`src/rtl/ov7670_pkg.sv`:
```
// Shared encodings and constants for the OV7670 SCCB configuration sequencer.
// Latency: n/a (types and constants only).
// Backpressure: n/a.
package ov7670_pkg;

  // Sequencer states, 3-bit encoding
  typedef enum logic [2:0] {
    ST_IDLE      = 3'd0,
    ST_FETCH     = 3'd1,
    ST_DECODE    = 3'd2,
    ST_ISSUE     = 3'd3,
    ST_WAIT_DONE = 3'd4,
    ST_DELAY     = 3'd5,
    ST_DONE      = 3'd6,
    ST_ERROR     = 3'd7
  } seq_state_t;

  // Pseudo-addresses that are not real OV7670 registers
  localparam logic [7:0] ADDR_END   = 8'hFF;
  localparam logic [7:0] ADDR_DELAY = 8'hF0;

  // COM7 with the software-reset bit set
  localparam logic [7:0] COM7       = 8'h12;
  localparam logic [7:0] COM7_RESET = 8'h80;

  // One table entry: register address then register value
  typedef struct packed {
    logic [7:0] addr;
    logic [7:0] data;
  } rom_entry_t;

endpackage

```
`src/rtl/ov7670_config_seq_if.sv`:
```
// Write-command channel between the config sequencer and the SCCB master.
// Latency: n/a (wires only).
// Backpressure: cmd_valid/cmd_ready handshake; cmd_done/cmd_nack report completion.
interface ov7670_config_seq_if;
  logic       cmd_valid;
  logic       cmd_ready;
  logic [7:0] cmd_addr;
  logic [7:0] cmd_data;
  logic       cmd_done;
  logic       cmd_nack;

  modport master (
    output cmd_valid, cmd_addr, cmd_data,
    input  cmd_ready, cmd_done, cmd_nack
  );

  modport slave (
    input  cmd_valid, cmd_addr, cmd_data,
    output cmd_ready, cmd_done, cmd_nack
  );
endinterface

```
`src/rtl/ov7670_reg_rom.sv`:
```
// Register table of {addr, data} pairs: COM7 reset, 1 ms settle, register set, end marker.
// Latency: 1 pclk (synchronous read).
// Backpressure: none; a new address may be presented every cycle.
module ov7670_reg_rom
  import ov7670_pkg::*;
#(
  parameter int IDX_W = 8
) (
  input  logic             pclk,
  input  logic [IDX_W-1:0] rd_addr,
  output rom_entry_t       rd_data
);

  function automatic rom_entry_t rom_lookup(input logic [IDX_W-1:0] idx);
    rom_entry_t e;
    case (int'(idx))
      0:       e = {COM7, COM7_RESET};   // software reset
      1:       e = {ADDR_DELAY, 8'h01};  // 1 ms settle after reset
      2:       e = {8'h11, 8'h01};       // CLKRC: prescale by 2
      3:       e = {8'h3A, 8'h04};       // TSLB: output sequence
      4:       e = {8'h12, 8'h04};       // COM7: RGB output
      5:       e = {8'h40, 8'hD0};       // COM15: RGB565, full range
      6:       e = {8'h8C, 8'h00};       // RGB444 disabled
      7:       e = {8'h3E, 8'h00};       // COM14: no scaling
      default: e = {ADDR_END, 8'hFF};    // end of table
    endcase
    return e;
  endfunction

  // Registered table read
  always_ff @(posedge pclk) begin
    rd_data <= rom_lookup(rd_addr);
  end

endmodule

```
`src/rtl/ov7670_config_seq.sv`:
```
// Walks the register table and writes each entry to the SCCB master, then raises setup_complete.
// Latency: 4 pclk per register plus master latency; delay entries cost data ms.
// Backpressure: holds cmd_valid/addr/data until cmd_ready; retries NACKed writes up to MAX_RETRIES.
module ov7670_config_seq
  import ov7670_pkg::*;
#(
  parameter int CLK_FREQ_HZ = 24000000,
  parameter int TABLE_DEPTH = 256,
  parameter int MAX_RETRIES = 3,
  parameter bit AUTO_START  = 1'b1
) (
  input  logic                       pclk,
  input  logic                       reset,
  input  logic                       start,
  ov7670_config_seq_if.master        cmd,
  output logic                       busy,
  output logic                       setup_complete,
  output logic                       error,
  output logic [7:0]                 entry_index
);

  localparam int IDX_W    = (TABLE_DEPTH > 1) ? $clog2(TABLE_DEPTH) : 1;
  localparam int PRESC_TC = CLK_FREQ_HZ / 1000 - 1;
  localparam int PRESC_W  = (PRESC_TC > 0) ? $clog2(PRESC_TC + 1) : 1;
  localparam int RETRY_W  = (MAX_RETRIES > 0) ? $clog2(MAX_RETRIES + 1) : 1;

  seq_state_t         state;
  logic [IDX_W-1:0]   idx;
  logic [RETRY_W-1:0] retry_cnt;
  logic [PRESC_W-1:0] presc;
  logic [7:0]         ms_cnt;
  rom_entry_t         rom_q;
  logic               idx_last;

  ov7670_reg_rom #(
    .IDX_W (IDX_W)
  ) u_rom (
    .pclk    (pclk),
    .rd_addr (idx),
    .rd_data (rom_q)
  );

  // The last table slot ends the run even without a terminator; the index never wraps
  assign idx_last    = (idx == IDX_W'(TABLE_DEPTH - 1));
  assign entry_index = 8'(idx);

  // Sequencer FSM with registered outputs
  always_ff @(posedge pclk) begin
    if (!reset) begin
      state          <= ST_IDLE;
      cmd.cmd_valid  <= 1'b0;
      cmd.cmd_addr   <= 8'h00;
      cmd.cmd_data   <= 8'h00;
      busy           <= 1'b0;
      setup_complete <= 1'b0;
      error          <= 1'b0;
      idx            <= '0;
      retry_cnt      <= '0;
      presc          <= '0;
      ms_cnt         <= 8'h00;
    end else begin
      case (state)
        ST_IDLE, ST_DONE, ST_ERROR: begin
          if (start || (state == ST_IDLE && AUTO_START)) begin
            state          <= ST_FETCH;
            idx            <= '0;
            retry_cnt      <= '0;
            busy           <= 1'b1;
            setup_complete <= 1'b0;
            error          <= 1'b0;
          end
        end
        ST_FETCH: begin
          state <= ST_DECODE;
        end
        ST_DECODE: begin
          if (rom_q.addr == ADDR_END) begin
            state          <= ST_DONE;
            busy           <= 1'b0;
            setup_complete <= 1'b1;
          end else if (rom_q.addr == ADDR_DELAY) begin
            ms_cnt <= rom_q.data;
            presc  <= '0;
            state  <= ST_DELAY;
          end else begin
            cmd.cmd_addr  <= rom_q.addr;
            cmd.cmd_data  <= rom_q.data;
            cmd.cmd_valid <= 1'b1;
            state         <= ST_ISSUE;
          end
        end
        ST_ISSUE: begin
          if (cmd.cmd_ready) begin
            cmd.cmd_valid <= 1'b0;
            state         <= ST_WAIT_DONE;
          end
        end
        ST_WAIT_DONE: begin
          if (cmd.cmd_done) begin
            if (!cmd.cmd_nack) begin
              retry_cnt <= '0;
              if (idx_last) begin
                state          <= ST_DONE;
                busy           <= 1'b0;
                setup_complete <= 1'b1;
              end else begin
                idx   <= idx + 1'b1;
                state <= ST_FETCH;
              end
            end else if ((int'(retry_cnt) + 1) < MAX_RETRIES) begin
              retry_cnt     <= retry_cnt + 1'b1;
              cmd.cmd_valid <= 1'b1;
              state         <= ST_ISSUE;
            end else begin
              state          <= ST_ERROR;
              busy           <= 1'b0;
              error          <= 1'b1;
              setup_complete <= 1'b0;
            end
          end
        end
        ST_DELAY: begin
          if (ms_cnt == 8'h00) begin
            if (idx_last) begin
              state          <= ST_DONE;
              busy           <= 1'b0;
              setup_complete <= 1'b1;
            end else begin
              idx   <= idx + 1'b1;
              state <= ST_FETCH;
            end
          end else if (presc == PRESC_W'(PRESC_TC)) begin
            presc  <= '0;
            ms_cnt <= ms_cnt - 8'h01;
          end else begin
            presc <= presc + 1'b1;
          end
        end
        default: state <= ST_IDLE;
      endcase
    end
  end

endmodule

```
`src/flat_wrapper.sv`:
```
// flat-port wrapper written by rule: the top's interface ports become plain ports
module ov7670_config_seq_flat import ov7670_pkg::*;
#(
  parameter int CLK_FREQ_HZ = 24000000,
  parameter int TABLE_DEPTH = 256,
  parameter int MAX_RETRIES = 3,
  parameter bit AUTO_START  = 1'b1
)
  (pclk, reset, start, busy, setup_complete, error, entry_index, cmd_cmd_valid, cmd_cmd_addr, cmd_cmd_data, cmd_cmd_ready, cmd_cmd_done, cmd_cmd_nack);
  ov7670_config_seq_if cmd_i ();
  input  logic pclk;
  input  logic reset;
  input  logic start;
  output logic busy;
  output logic setup_complete;
  output logic error;
  output logic [7:0] entry_index;
  output wire logic [$bits(cmd_i.cmd_valid)-1:0] cmd_cmd_valid;
  output wire logic [$bits(cmd_i.cmd_addr)-1:0] cmd_cmd_addr;
  output wire logic [$bits(cmd_i.cmd_data)-1:0] cmd_cmd_data;
  input wire logic [$bits(cmd_i.cmd_ready)-1:0] cmd_cmd_ready;
  input wire logic [$bits(cmd_i.cmd_done)-1:0] cmd_cmd_done;
  input wire logic [$bits(cmd_i.cmd_nack)-1:0] cmd_cmd_nack;
  assign cmd_cmd_valid = cmd_i.cmd_valid;
  assign cmd_cmd_addr = cmd_i.cmd_addr;
  assign cmd_cmd_data = cmd_i.cmd_data;
  assign cmd_i.cmd_ready = cmd_cmd_ready;
  assign cmd_i.cmd_done = cmd_cmd_done;
  assign cmd_i.cmd_nack = cmd_cmd_nack;
  ov7670_config_seq #(.CLK_FREQ_HZ(CLK_FREQ_HZ), .TABLE_DEPTH(TABLE_DEPTH), .MAX_RETRIES(MAX_RETRIES), .AUTO_START(AUTO_START)) u_core (.pclk(pclk), .reset(reset), .start(start), .cmd(cmd_i), .busy(busy), .setup_complete(setup_complete), .error(error), .entry_index(entry_index));
endmodule
```
`config.mk`:
```
export PLATFORM = sky130hd
export DESIGN_NAME = ov7670_config_seq_flat
export DESIGN_NICKNAME = d
export VERILOG_FILES = /design/src/rtl/ov7670_pkg.sv /design/src/rtl/ov7670_config_seq_if.sv /design/src/rtl/ov7670_reg_rom.sv /design/src/rtl/ov7670_config_seq.sv /design/src/flat_wrapper.sv
export SDC_FILE = /design/constraint.sdc
export NUM_CORES = 1
export LEC_CHECK = 0
export ABC_AREA = 1
export BUFFER_PORTS_ARGS = -buffer_cell sky130_fd_sc_hd__clkbuf_2
export CAP_MARGIN = 20
export CORE_AREA = 10 10 67 124
export CTS_CLUSTER_SIZE = 40
export DETAILED_ROUTE_END_ITERATION = 10
export DIE_AREA = 0 0 77 134
export GPL_ROUTABILITY_DRIVEN = 0
export HOLD_SLACK_MARGIN = 0.06
export PLACE_DENSITY = 0.87
export SLEW_MARGIN = 0
export SYNTH_ARGS = -nofsm -noshare
export SYNTH_HDL_FRONTEND = slang
export SYNTH_SLANG_ARGS = --single-unit
```
`constraint.sdc`:
```
create_clock -name pclk -period 1.7 [get_ports pclk]
set_input_delay 0.34 -clock pclk [delete_from_list [all_inputs] [get_ports pclk]]
set_output_delay 0.34 -clock pclk [all_outputs]
set_load 0.02 [all_outputs]
```
# Word level (Yosys, flattened, before mapping)
# Memories as Yosys holds them, arrays and structs flattened. A register that Yosys moved wholly into a read port is not among the register bits.
# Cells that the tools add are included.
# Widths: inputs -> output; s select.
[totals]
ff_bits = 64
latchBits = 0
ram_bits = 0
mem_bits_ro = 104
inputBits = 6
word_cells = 125
n_memories = 1
[op_classes]
n_addsub = 5
n_mul = 0
div = 0
magnitude_cmp = 1
n_eq_ne = 27
shifts = 0
mux = 57
n_bitwise = 2
reduce_logical = 20
[mem_list]
columns = ["name", "depth", "width", "rd", "rd_clocked_by_memory_dff", "write_ports", "line_no", "text"]
rows = [
  ["(name not given)", 8, 13, 1, 1, 0, "ov7670_reg_rom.sv:16", "case (int'(idx))"],
]
[op_table]
columns = ["cell", "n"]
rows = [
  ["$mux 8", 9],
  ["$mux 15", 4],
  ["$lt 32x3->1 const B", 1],
  ["$pmux 15 s2", 1],
  ["$mux 3", 9],
  ["$eq 8x8->1 const B", 3],
  ["$pmux 8 s3", 1],
  ["$mux 1", 22],
  ["$pmux 3 s6", 1],
  ["$ne 2x2->1 const B", 8],
  ["$pmux 8 s2", 1],
  ["$add 15x1->15 const B", 1],
  ["$eq 15x15->1 const B", 1],
  ["$reduce_and 5->1", 3],
  ["$eq 3x3->1 const B", 4],
  ["$ne 2x1->1 const B", 6],
  ["$reduce_and 4->1", 3],
  ["$add 8x1->8 const B", 1],
  ["$logic_not 8->1", 1],
  ["$mux 2", 4],
  ["$pmux 1 s4", 2],
  ["$sub 8x1->8 const B", 1],
  ["$reduce_and 7->1", 1],
  ["$eq 3x2->1 const B", 2],
  ["19 further kinds", 22],
]

# Longest topological paths before layout
# Gate-level depths: netlist of the first run.
[depth]
depth_word = 6
depth_mapped = 10

# By module
# Synthesis of the first run repeated with hierarchy kept, for this count alone.
[unflattened]
hier_cells = 603
hier_area_um2 = 3878.7
[modules_own_cells]
columns = ["module", "n_inst", "cells_per_inst", "area_per_inst_um2", "seq_area_each_um2"]
rows = [
  ["ov7670_config_seq", 1, 546, 3378.2, 1121.1],
  ["ov7670_reg_rom", 1, 57, 500.5, 260.2],
]

# Worst setup path after synthesis of the first run
# No wires, ideal clock.
[synth_timing]
kind = "register to register"
startpoint = "reg u_core.idx[1] (netlist: u_core.entry_index[1])"
endpoint = "reg u_core.idx[0] (netlist: u_core.entry_index[0])"
arrival_time_ns = 1.538
slack_ns = 0.092
stages_incl_launch_ff = 10
n_path_buf = 0
synth_period_minus_slack_ns = 1.608
path_cell_list = "dfxtp_1 > ha_1 > nand3_1 > inv_1 > nand2_1 > inv_1 > nand2_1 > nand4_2 > nand2_1 > a21oi_1"
[synth_via]
elab_chain_cells = 5
[synth_lines]
columns = ["item", "line_no", "text"]
rows = [
  ["from (decl)", "ov7670_config_seq.sv:28", "logic [IDX_W-1:0] idx;"],
  ["from (signal assigned)", "ov7670_config_seq.sv:107", "idx <= idx + 1'b1;"],
  ["from (signal assigned)", "ov7670_config_seq.sv:129", "idx <= idx + 1'b1;"],
  ["$eq 8x8->1 *", "ov7670_config_seq.sv:44", "assign idx_last = (idx == IDX_W'(TABLE_DEPTH - 1));"],
  ["$mux 8 *", "--", ""],
  ["$mux 8 (2 in a row)", "--", ""],
  ["$pmux 8 s3 *", "--", ""],
]
# Mark *: on every way between the ends. The rest lies on a longest branch, timed or not. The select of a mux whose other input is x is not followed.
# A chain may end at the register's enable or synchronous reset.

# Final worst setup path of the first run
[layout_timing]
startpoint = "reg u_core.ms_cnt[7]"
endpoint = "reg u_core.presc[14]"
[layout_via]
elab_chain_cells = 3
[layout_lines]
columns = ["item", "line_no", "text"]
rows = [
  ["from (decl)", "ov7670_config_seq.sv:31", "logic [7:0] ms_cnt;"],
  ["from (signal assigned)", "ov7670_config_seq.sv:82", "ms_cnt <= rom_q.data;"],
  ["from (signal assigned)", "ov7670_config_seq.sv:134", "ms_cnt <= ms_cnt - 8'h01;"],
  ["$logic_not 8->1", "ov7670_config_seq.sv:123", "if (ms_cnt == 8'h00) begin"],
  ["$ne 2x2->1 (no line)", "--", ""],
  ["$reduce_and 4->1 (no line)", "--", ""],
  ["to (signal assigned)", "ov7670_config_seq.sv:136", "presc <= presc + 1'b1;"],
  ["to (decl)", "ov7670_config_seq.sv:30", "logic [PRESC_W-1:0] presc;"],
]
# Every way passes these cells.

==> impl_metrics.toml, run 1 <==
[pwr]
power_density_nw_per_um2 = 1560
p_leak_nw = 1.97
ir_drop_uv = 1080

[timing]
slew_headroom = 0.748
skew_ns = 0.00766
finalCriticalPeriod_ns = 1.60
timing.final.ws_setup_ns = 0.0982
setup_viol = 0
hold_viol_final = 0
worst_pin_slew_ns = 0.377
fin_crit_sh = 0.942
fmax_ghz = 0.624
holdWs_ns = 0.399
slew_viol_final = 0

[clock_network]
clk_pin_slew_ns = 0.06
cts_max_path_buffers = 2
clk_latency_ns = 0.34
cts_num_sinks = 66
cts_tree = "built"
cts_setup_buffers = 0
h-tree-depth = 3
cts-buffers-inserted = 9
cts-root-buf = "clkbuf_16"

[route]
firstDrtPassIters = 5
first_iter_violations = 371
drc_errors = 0
vias_per_cell = 5.53
antenna_left = 0
wl_mm = 9.94
vias = 3795
wl_per_cell_um = 14.5

[yosys]
syn-cell-area_um2 = 3600
synth_area_per_cell_um2 = 6.56
syn_nets = 564
synthFlopType = "dfxtp_1"
ys_seq_area_frac = 0.367
syn_inst = 549
yosysWarnings = 0
synth.distinct_cells = 37
synth_edf_count = 0
async_flop_share = 0
synth_seq_cells = 66

[critical_path]
cpMostUsedCell = "nand2_1"
cp-end-kind = "flip-flop"
critPathBufInv = 1
start_kind = "flip-flop"
crit_chain = "nor2_1 > nand2_1 > o21ai_4 > nand2_4 > buf_4 > nand3_1 > nand2_1 > nand2_1 > nor2_1"
crit_fanout = 10
required_ns = 1.93
worst_path_dominant_cell_family = "simple AND/OR/NAND/NOR gates"
cp_slowest_stage_delay_ns = 0.32
crit_arrival_ns = 1.84
cp_slowest_cell = "dfxtp_1"
worstSetupPathType = "flip-flop to flip-flop"

[floorplanning]
dieWidth_um = 77
floorplan.initialDensity = 0.571
core-area_um2 = 6310
rows = 41
fp.dieH_um = 134
die_area_um2 = 10300
pin_count = 34

[finish]
multi_input_area_um2 = 2060
syn2layout_area_growth_pct = 20.9
drive_gt1_frac = 0.190
fill_cells = 508
final_common_cell = "nand2_1"
seqCellArea_um2 = 1330
nets = 611
diodes = 0
final_cell_mix = "132 x nand2_1, 93 x nor2_1, 62 x dfxtp_1"

[placed_design]
dp_hpwl_mm = 7.13
port_buffers = 33
place_ws_ns = 0.0261

[global_route]
grt_busiest_layer = "met2"
antenna_found_initial = 0
grt-ovfl-total = 0
grt_pass1_wl_mm = 16.3
grt_max_degree = 27
grtUsageMet1 = 0.169
grt_usage = 0.193
grt.met3_usage = 0.0502
grt_pass1_vias = 3749
use_met2 = 0.368

[flow_run]
cap_violations = 0

[run_status]
outcome = "complete, no violations"

[min_path]
hp-class = "primary input to flip-flop"
==> layer usage <==
layer  up-vias  share of wire
met1      1738           0.35
met3        49          0.044
met2       148           0.56
met4         0          0.049
met5         -              0
li1       1860              -
==> synthesized netlist by cell type, types with 2 or more instances <==
master    instances  area share
nand2_4           2      0.0063
nand3b_1          2      0.0042
nor3b_1           2      0.0042
buf_4             5       0.010
nor2_1           98        0.10
nand2_2           3      0.0052
o21ai_0          31       0.043
nor2_4            2      0.0063
nand2_1         137        0.14
o211ai_1          2      0.0042
clkinv_1          2      0.0021
nand3_1          41       0.057
o21bai_1          3      0.0063
o21ai_1           2      0.0028
inv_2             8      0.0083
dfxtp_1          66        0.37
nor2_2            2      0.0035
a31oi_1           2      0.0035
nor3_1           15       0.021
nand4_1          12       0.021
ha_1              9       0.031
xor2_1            5       0.012
inv_1            46       0.048
buf_6             2      0.0063
nand3_4           2      0.0097
clkbuf_1          6      0.0063
buf_2             4      0.0056
a21oi_1          29       0.040
==> layout make-up <==
type	count	share of cell area
tap	86	0.0247
clock buffer	10	0.0549
clock inverter	5	0.0181
sequential	66	0.305
timing repair buffer	53	0.0753
inverter	57	0.0497
multi-input combinational	409	0.473
==> flip-flops by register name (all words and copies together), names as in the netlist <==
signal                 cells
u_core.presc              15
u_core.u_rom.rd_data      13
u_core.cmd.cmd_addr        8
u_core.entry_index         8
u_core.ms_cnt              8
u_core.cmd.cmd_data        5
u_core.state               3
u_core.retry_cnt           2
u_core.busy                1
u_core.cmd.cmd_valid       1
u_core.error               1
u_core.setup_complete      1
==> power breakdown <==
part	internal, mW	total [mW]	switching, mW
Sequential	1.86	2.11	0.249
Combinational	0.864	2.71	1.84
Clock	1.31	1.98	0.674
Total	4.04	6.80	2.76
==> final timing paths <==
path | start | end | slack [ns] | cells after the start
worst min register to register | u_core.u_rom.rd_data[2]$_SDFF_PP1_ | u_core.cmd.cmd_data[2]$_SDFFE_PN0P_ | 0.45 | 2
worst max register to register | u_core.ms_cnt[7]$_SDFFE_PN0P_ | u_core.presc[14]$_SDFFE_PN0P_ | 0.1 | 9
worst min-delay path | reset | u_core.cmd.cmd_valid$_SDFFE_PN0P_ | 0.40 | 3
worst max-delay path | u_core.ms_cnt[7]$_SDFFE_PN0P_ | u_core.presc[14]$_SDFFE_PN0P_ | 0.1 | 9
==> stage by stage <==
stage	utilization	power, mW	TNS, ns	cells	cell area (um^2)
finish	0.690	6.80	0	686	4350
global route	0.690	7.23	-0.415	686	4350
CTS	0.675	6.65	0	685	4260
detailed placement	0.623	4.62	0	670	3930
global placement	0.623	4.54	0	670	3930
floorplan	-	4.00	0	549	3600
==> logic make-up (layout without fill, tap and decap cells) <==
| kind of cell | after synthesis | after routing | synth area share |
|---|---|---|---|
| xor+xnor | 6 | 6 | 0.0146 |
| buf+inv | 75 | 125 | 0.0896 |
| simple gates | 321 | 322 | 0.390 |
| compound gates | 72 | 72 | 0.108 |
| flops | 66 | 66 | 0.367 |
| fa+ha+maj | 9 | 9 | 0.0313 |
==> what timing repair did <==
item / 4_1_cts / 5_1_grt
resized for setup: 2 / 26
cloned: 0 / 1
setup endpoints to repair: 3 / 44
hold buffers: 0 / 0
pin swaps: 0 / 6
==> worst min-delay path, cell delays in order <==
cell and delay [ns]:
clkbuf_2 0.20, nand2_1 0.11, nor2_1 0.04
Power figures use the tool's default switching activity.
==> run 2: changes to the inputs <==
--- a/config.mk
+++ b/config.mk
@@ -15,6 +15,7 @@
 export GPL_ROUTABILITY_DRIVEN = 0
 export HOLD_SLACK_MARGIN = 0.06
 export PLACE_DENSITY = 0.87
+export SETUP_SLACK_MARGIN = 0.2
 export SLEW_MARGIN = 0
 export SYNTH_ARGS = -nofsm -noshare
 export SYNTH_HDL_FRONTEND = slang
==> run 2 against run 1 <==
Critical path depth unchanged. Critical endpoint is now u_core.retry_cnt[0]$_SDFFE_PN0P_. Clock-buffer cell count fell by 1. Register-to-register slack worse by 0.08 ns. Sequential share of layout area fell by 1.5 points. First-iteration DRC count down 8.9%.
==> impl_metrics.toml, run 2 (synthesized netlist as in run 1, its figures left out) <==
[run_status]
outcome = "complete, no violations"

[critical_path]
cp_num_cells = 9
required_ns = 1.93
crit_fanout = 7
cpMostUsedCell = "nor2_1"
worst_path_dominant_cell_family = "simple AND/OR/NAND/NOR gates"
start_kind = "flip-flop"
r2r_cells = 9
worstSetupPathType = "flip-flop to flip-flop"
cp_slowest_stage_delay_ns = 0.44
crit_chain = "nor2_4 > nand3_1 > nand2_1 > nor2_1 > inv_1 > nor2_1 > inv_1 > a21oi_1 > nor2_1"
crit_arrival_ns = 1.91
cp_slowest_cell = "dfxtp_2"
cp-end-kind = "flip-flop"
critPathBufInv = 2

[min_path]
holdPathStages = 3
hp-class = "primary input to flip-flop"

[finish]
drive_gt1_frac = 0.272
final_cell_mix = "124 x nand2_1, 87 x nor2_1, 57 x dfxtp_1"
final_common_cell = "nand2_1"
stdcell_count = 697
largest-register = "u_core.presc"
fill_cells = 439
syn2layout_area_growth_pct = 28.9
nets = 621
largest_reg_flops = 15
reg_top3 = "u_core.presc x15, u_core.u_rom.rd_data x13"
diodes = 0
final_area_um2 = 4640

[route]
vias_per_cell = 5.77
firstDrtPassIters = 6
drc_errors = 0
wl_mm = 11.8
vias = 4024
antenna_left = 0
wl_per_cell_um = 16.9
first_iter_violations = 338

[clock_network]
cts-root-buf = "clkbuf_16"
clk_latency_ns = 0.34
clk_pin_slew_ns = 0.06
h-tree-depth = 3
cts-buffers-inserted = 9
cts_tree = "built"
cts_num_sinks = 66
cts_hold_buffers = 0
cts_max_path_buffers = 2

[floorplanning]
rows = 41
dieWidth_um = 77
pin_count = 34
core-area_um2 = 6310
floorplan.initialDensity = 0.571
fp.dieH_um = 134
die_area_um2 = 10300

[timing]
fin_crit_sh = 0.989
slew_headroom = 0.788
hold_viol_final = 0
finalCriticalPeriod_ns = 1.68
worst_pin_slew_ns = 0.317
setup_viol = 0
rsz0062_at_grt = "yes"
fin_setup_tns_ns = 0
fmax_ghz = 0.595
skew_ns = 0.00750
slew_viol_final = 0

[placed_design]
dpl_cell_area_um2 = 3940
placedCellCount = 671
dp_hpwl_mm = 7.24
port_buffers = 33

[pwr]
power_density_nw_per_um2 = 1560
ir_drop_uv = 1300
total_power_mw = 7.26
p_leak_nw = 2.06

[global_route]
grt_max_degree = 29
grt_usage = 0.197
grt_pass1_wl_mm = 16.8
grt-ovfl-total = 0
antenna_found_initial = 0
grt_pass1_vias = 3901

[flow_run]
cap_violations = 0
-- run 2: power by group --
| group | leakage, nW | switching, mW | internal [mW] |
|---|---|---|---|
| combinational | 1.37 | 2.08 | 1.08 |
| clock | 0.153 | 0.777 | 1.17 |
| sequential | 0.541 | 0.287 | 1.87 |
| total | 2.06 | 3.14 | 4.12 |
-- run 2: final timing paths --
kind                                                   startpoint                           endpoint  slack, ns
worst max register to register       u_core.state[0]$_SDFFE_PN0P_   u_core.retry_cnt[0]$_SDFFE_PN0P_       0.02
worst min-delay path                                        reset  u_core.cmd.cmd_valid$_SDFFE_PN0P_       0.36
worst min register to register  u_core.cmd.cmd_valid$_SDFFE_PN0P_  u_core.cmd.cmd_valid$_SDFFE_PN0P_       0.49
worst max-delay path                 u_core.state[0]$_SDFFE_PN0P_   u_core.retry_cnt[0]$_SDFFE_PN0P_       0.02
-- run 2: repair_timing --
| action | 4_1_cts | 5_1_grt |
|---|---|---|
| endpoints found under the hold margin | 0 | 0 |
| gates cloned | 0 | 0 |
| pin swaps | 7 | 17 |
| setup buffers | 4 | 6 |
| endpoints found under the setup margin | 39 | 53 |
| resized for setup | 27 | 61 |
-- run 2: per-layer routing --
layer / part of all wire / wire [um] / vias to the layer above / global-route usage
li1: - / - / 1882 / -
met1: 0.34 / 4050 / 1879 / 0.171
met2: 0.54 / 6370 / 193 / 0.383
met3: 0.050 / 584 / 70 / 0.0368
met4: 0.067 / 792 / 0 / 0.143
met5: 0 / 0 / - / 0
-- run 2: through the flow --
step                utilization  setup WS (ns)  hold WS [ns]
floorplan                     -          0.215         0.424
global placement          0.625          0.114         0.455
detailed placement        0.625       -0.00121         0.475
CTS                       0.694          0.179         0.350
global route              0.736         -0.149         0.374
finish                    0.736         0.0190         0.364
-- run 2: worst min-delay path: cells and delay by family --
family,cells,cell delay [ns]
buf+inv,1,0.18
simple gates,2,0.14
-- run 2: layout make-up --
type / count / area [um^2] / share of cell area
multi-input cells: 408 / 2220 / 0.479
flip-flops and latches: 66 / 1350 / 0.290
inverters: 57 / 221 / 0.0477
clock buffers: 9 / 225 / 0.0485
repair buffers: 64 / 433 / 0.0933
well taps: 86 / 108 / 0.0232
clock inverters: 7 / 85.1 / 0.0183
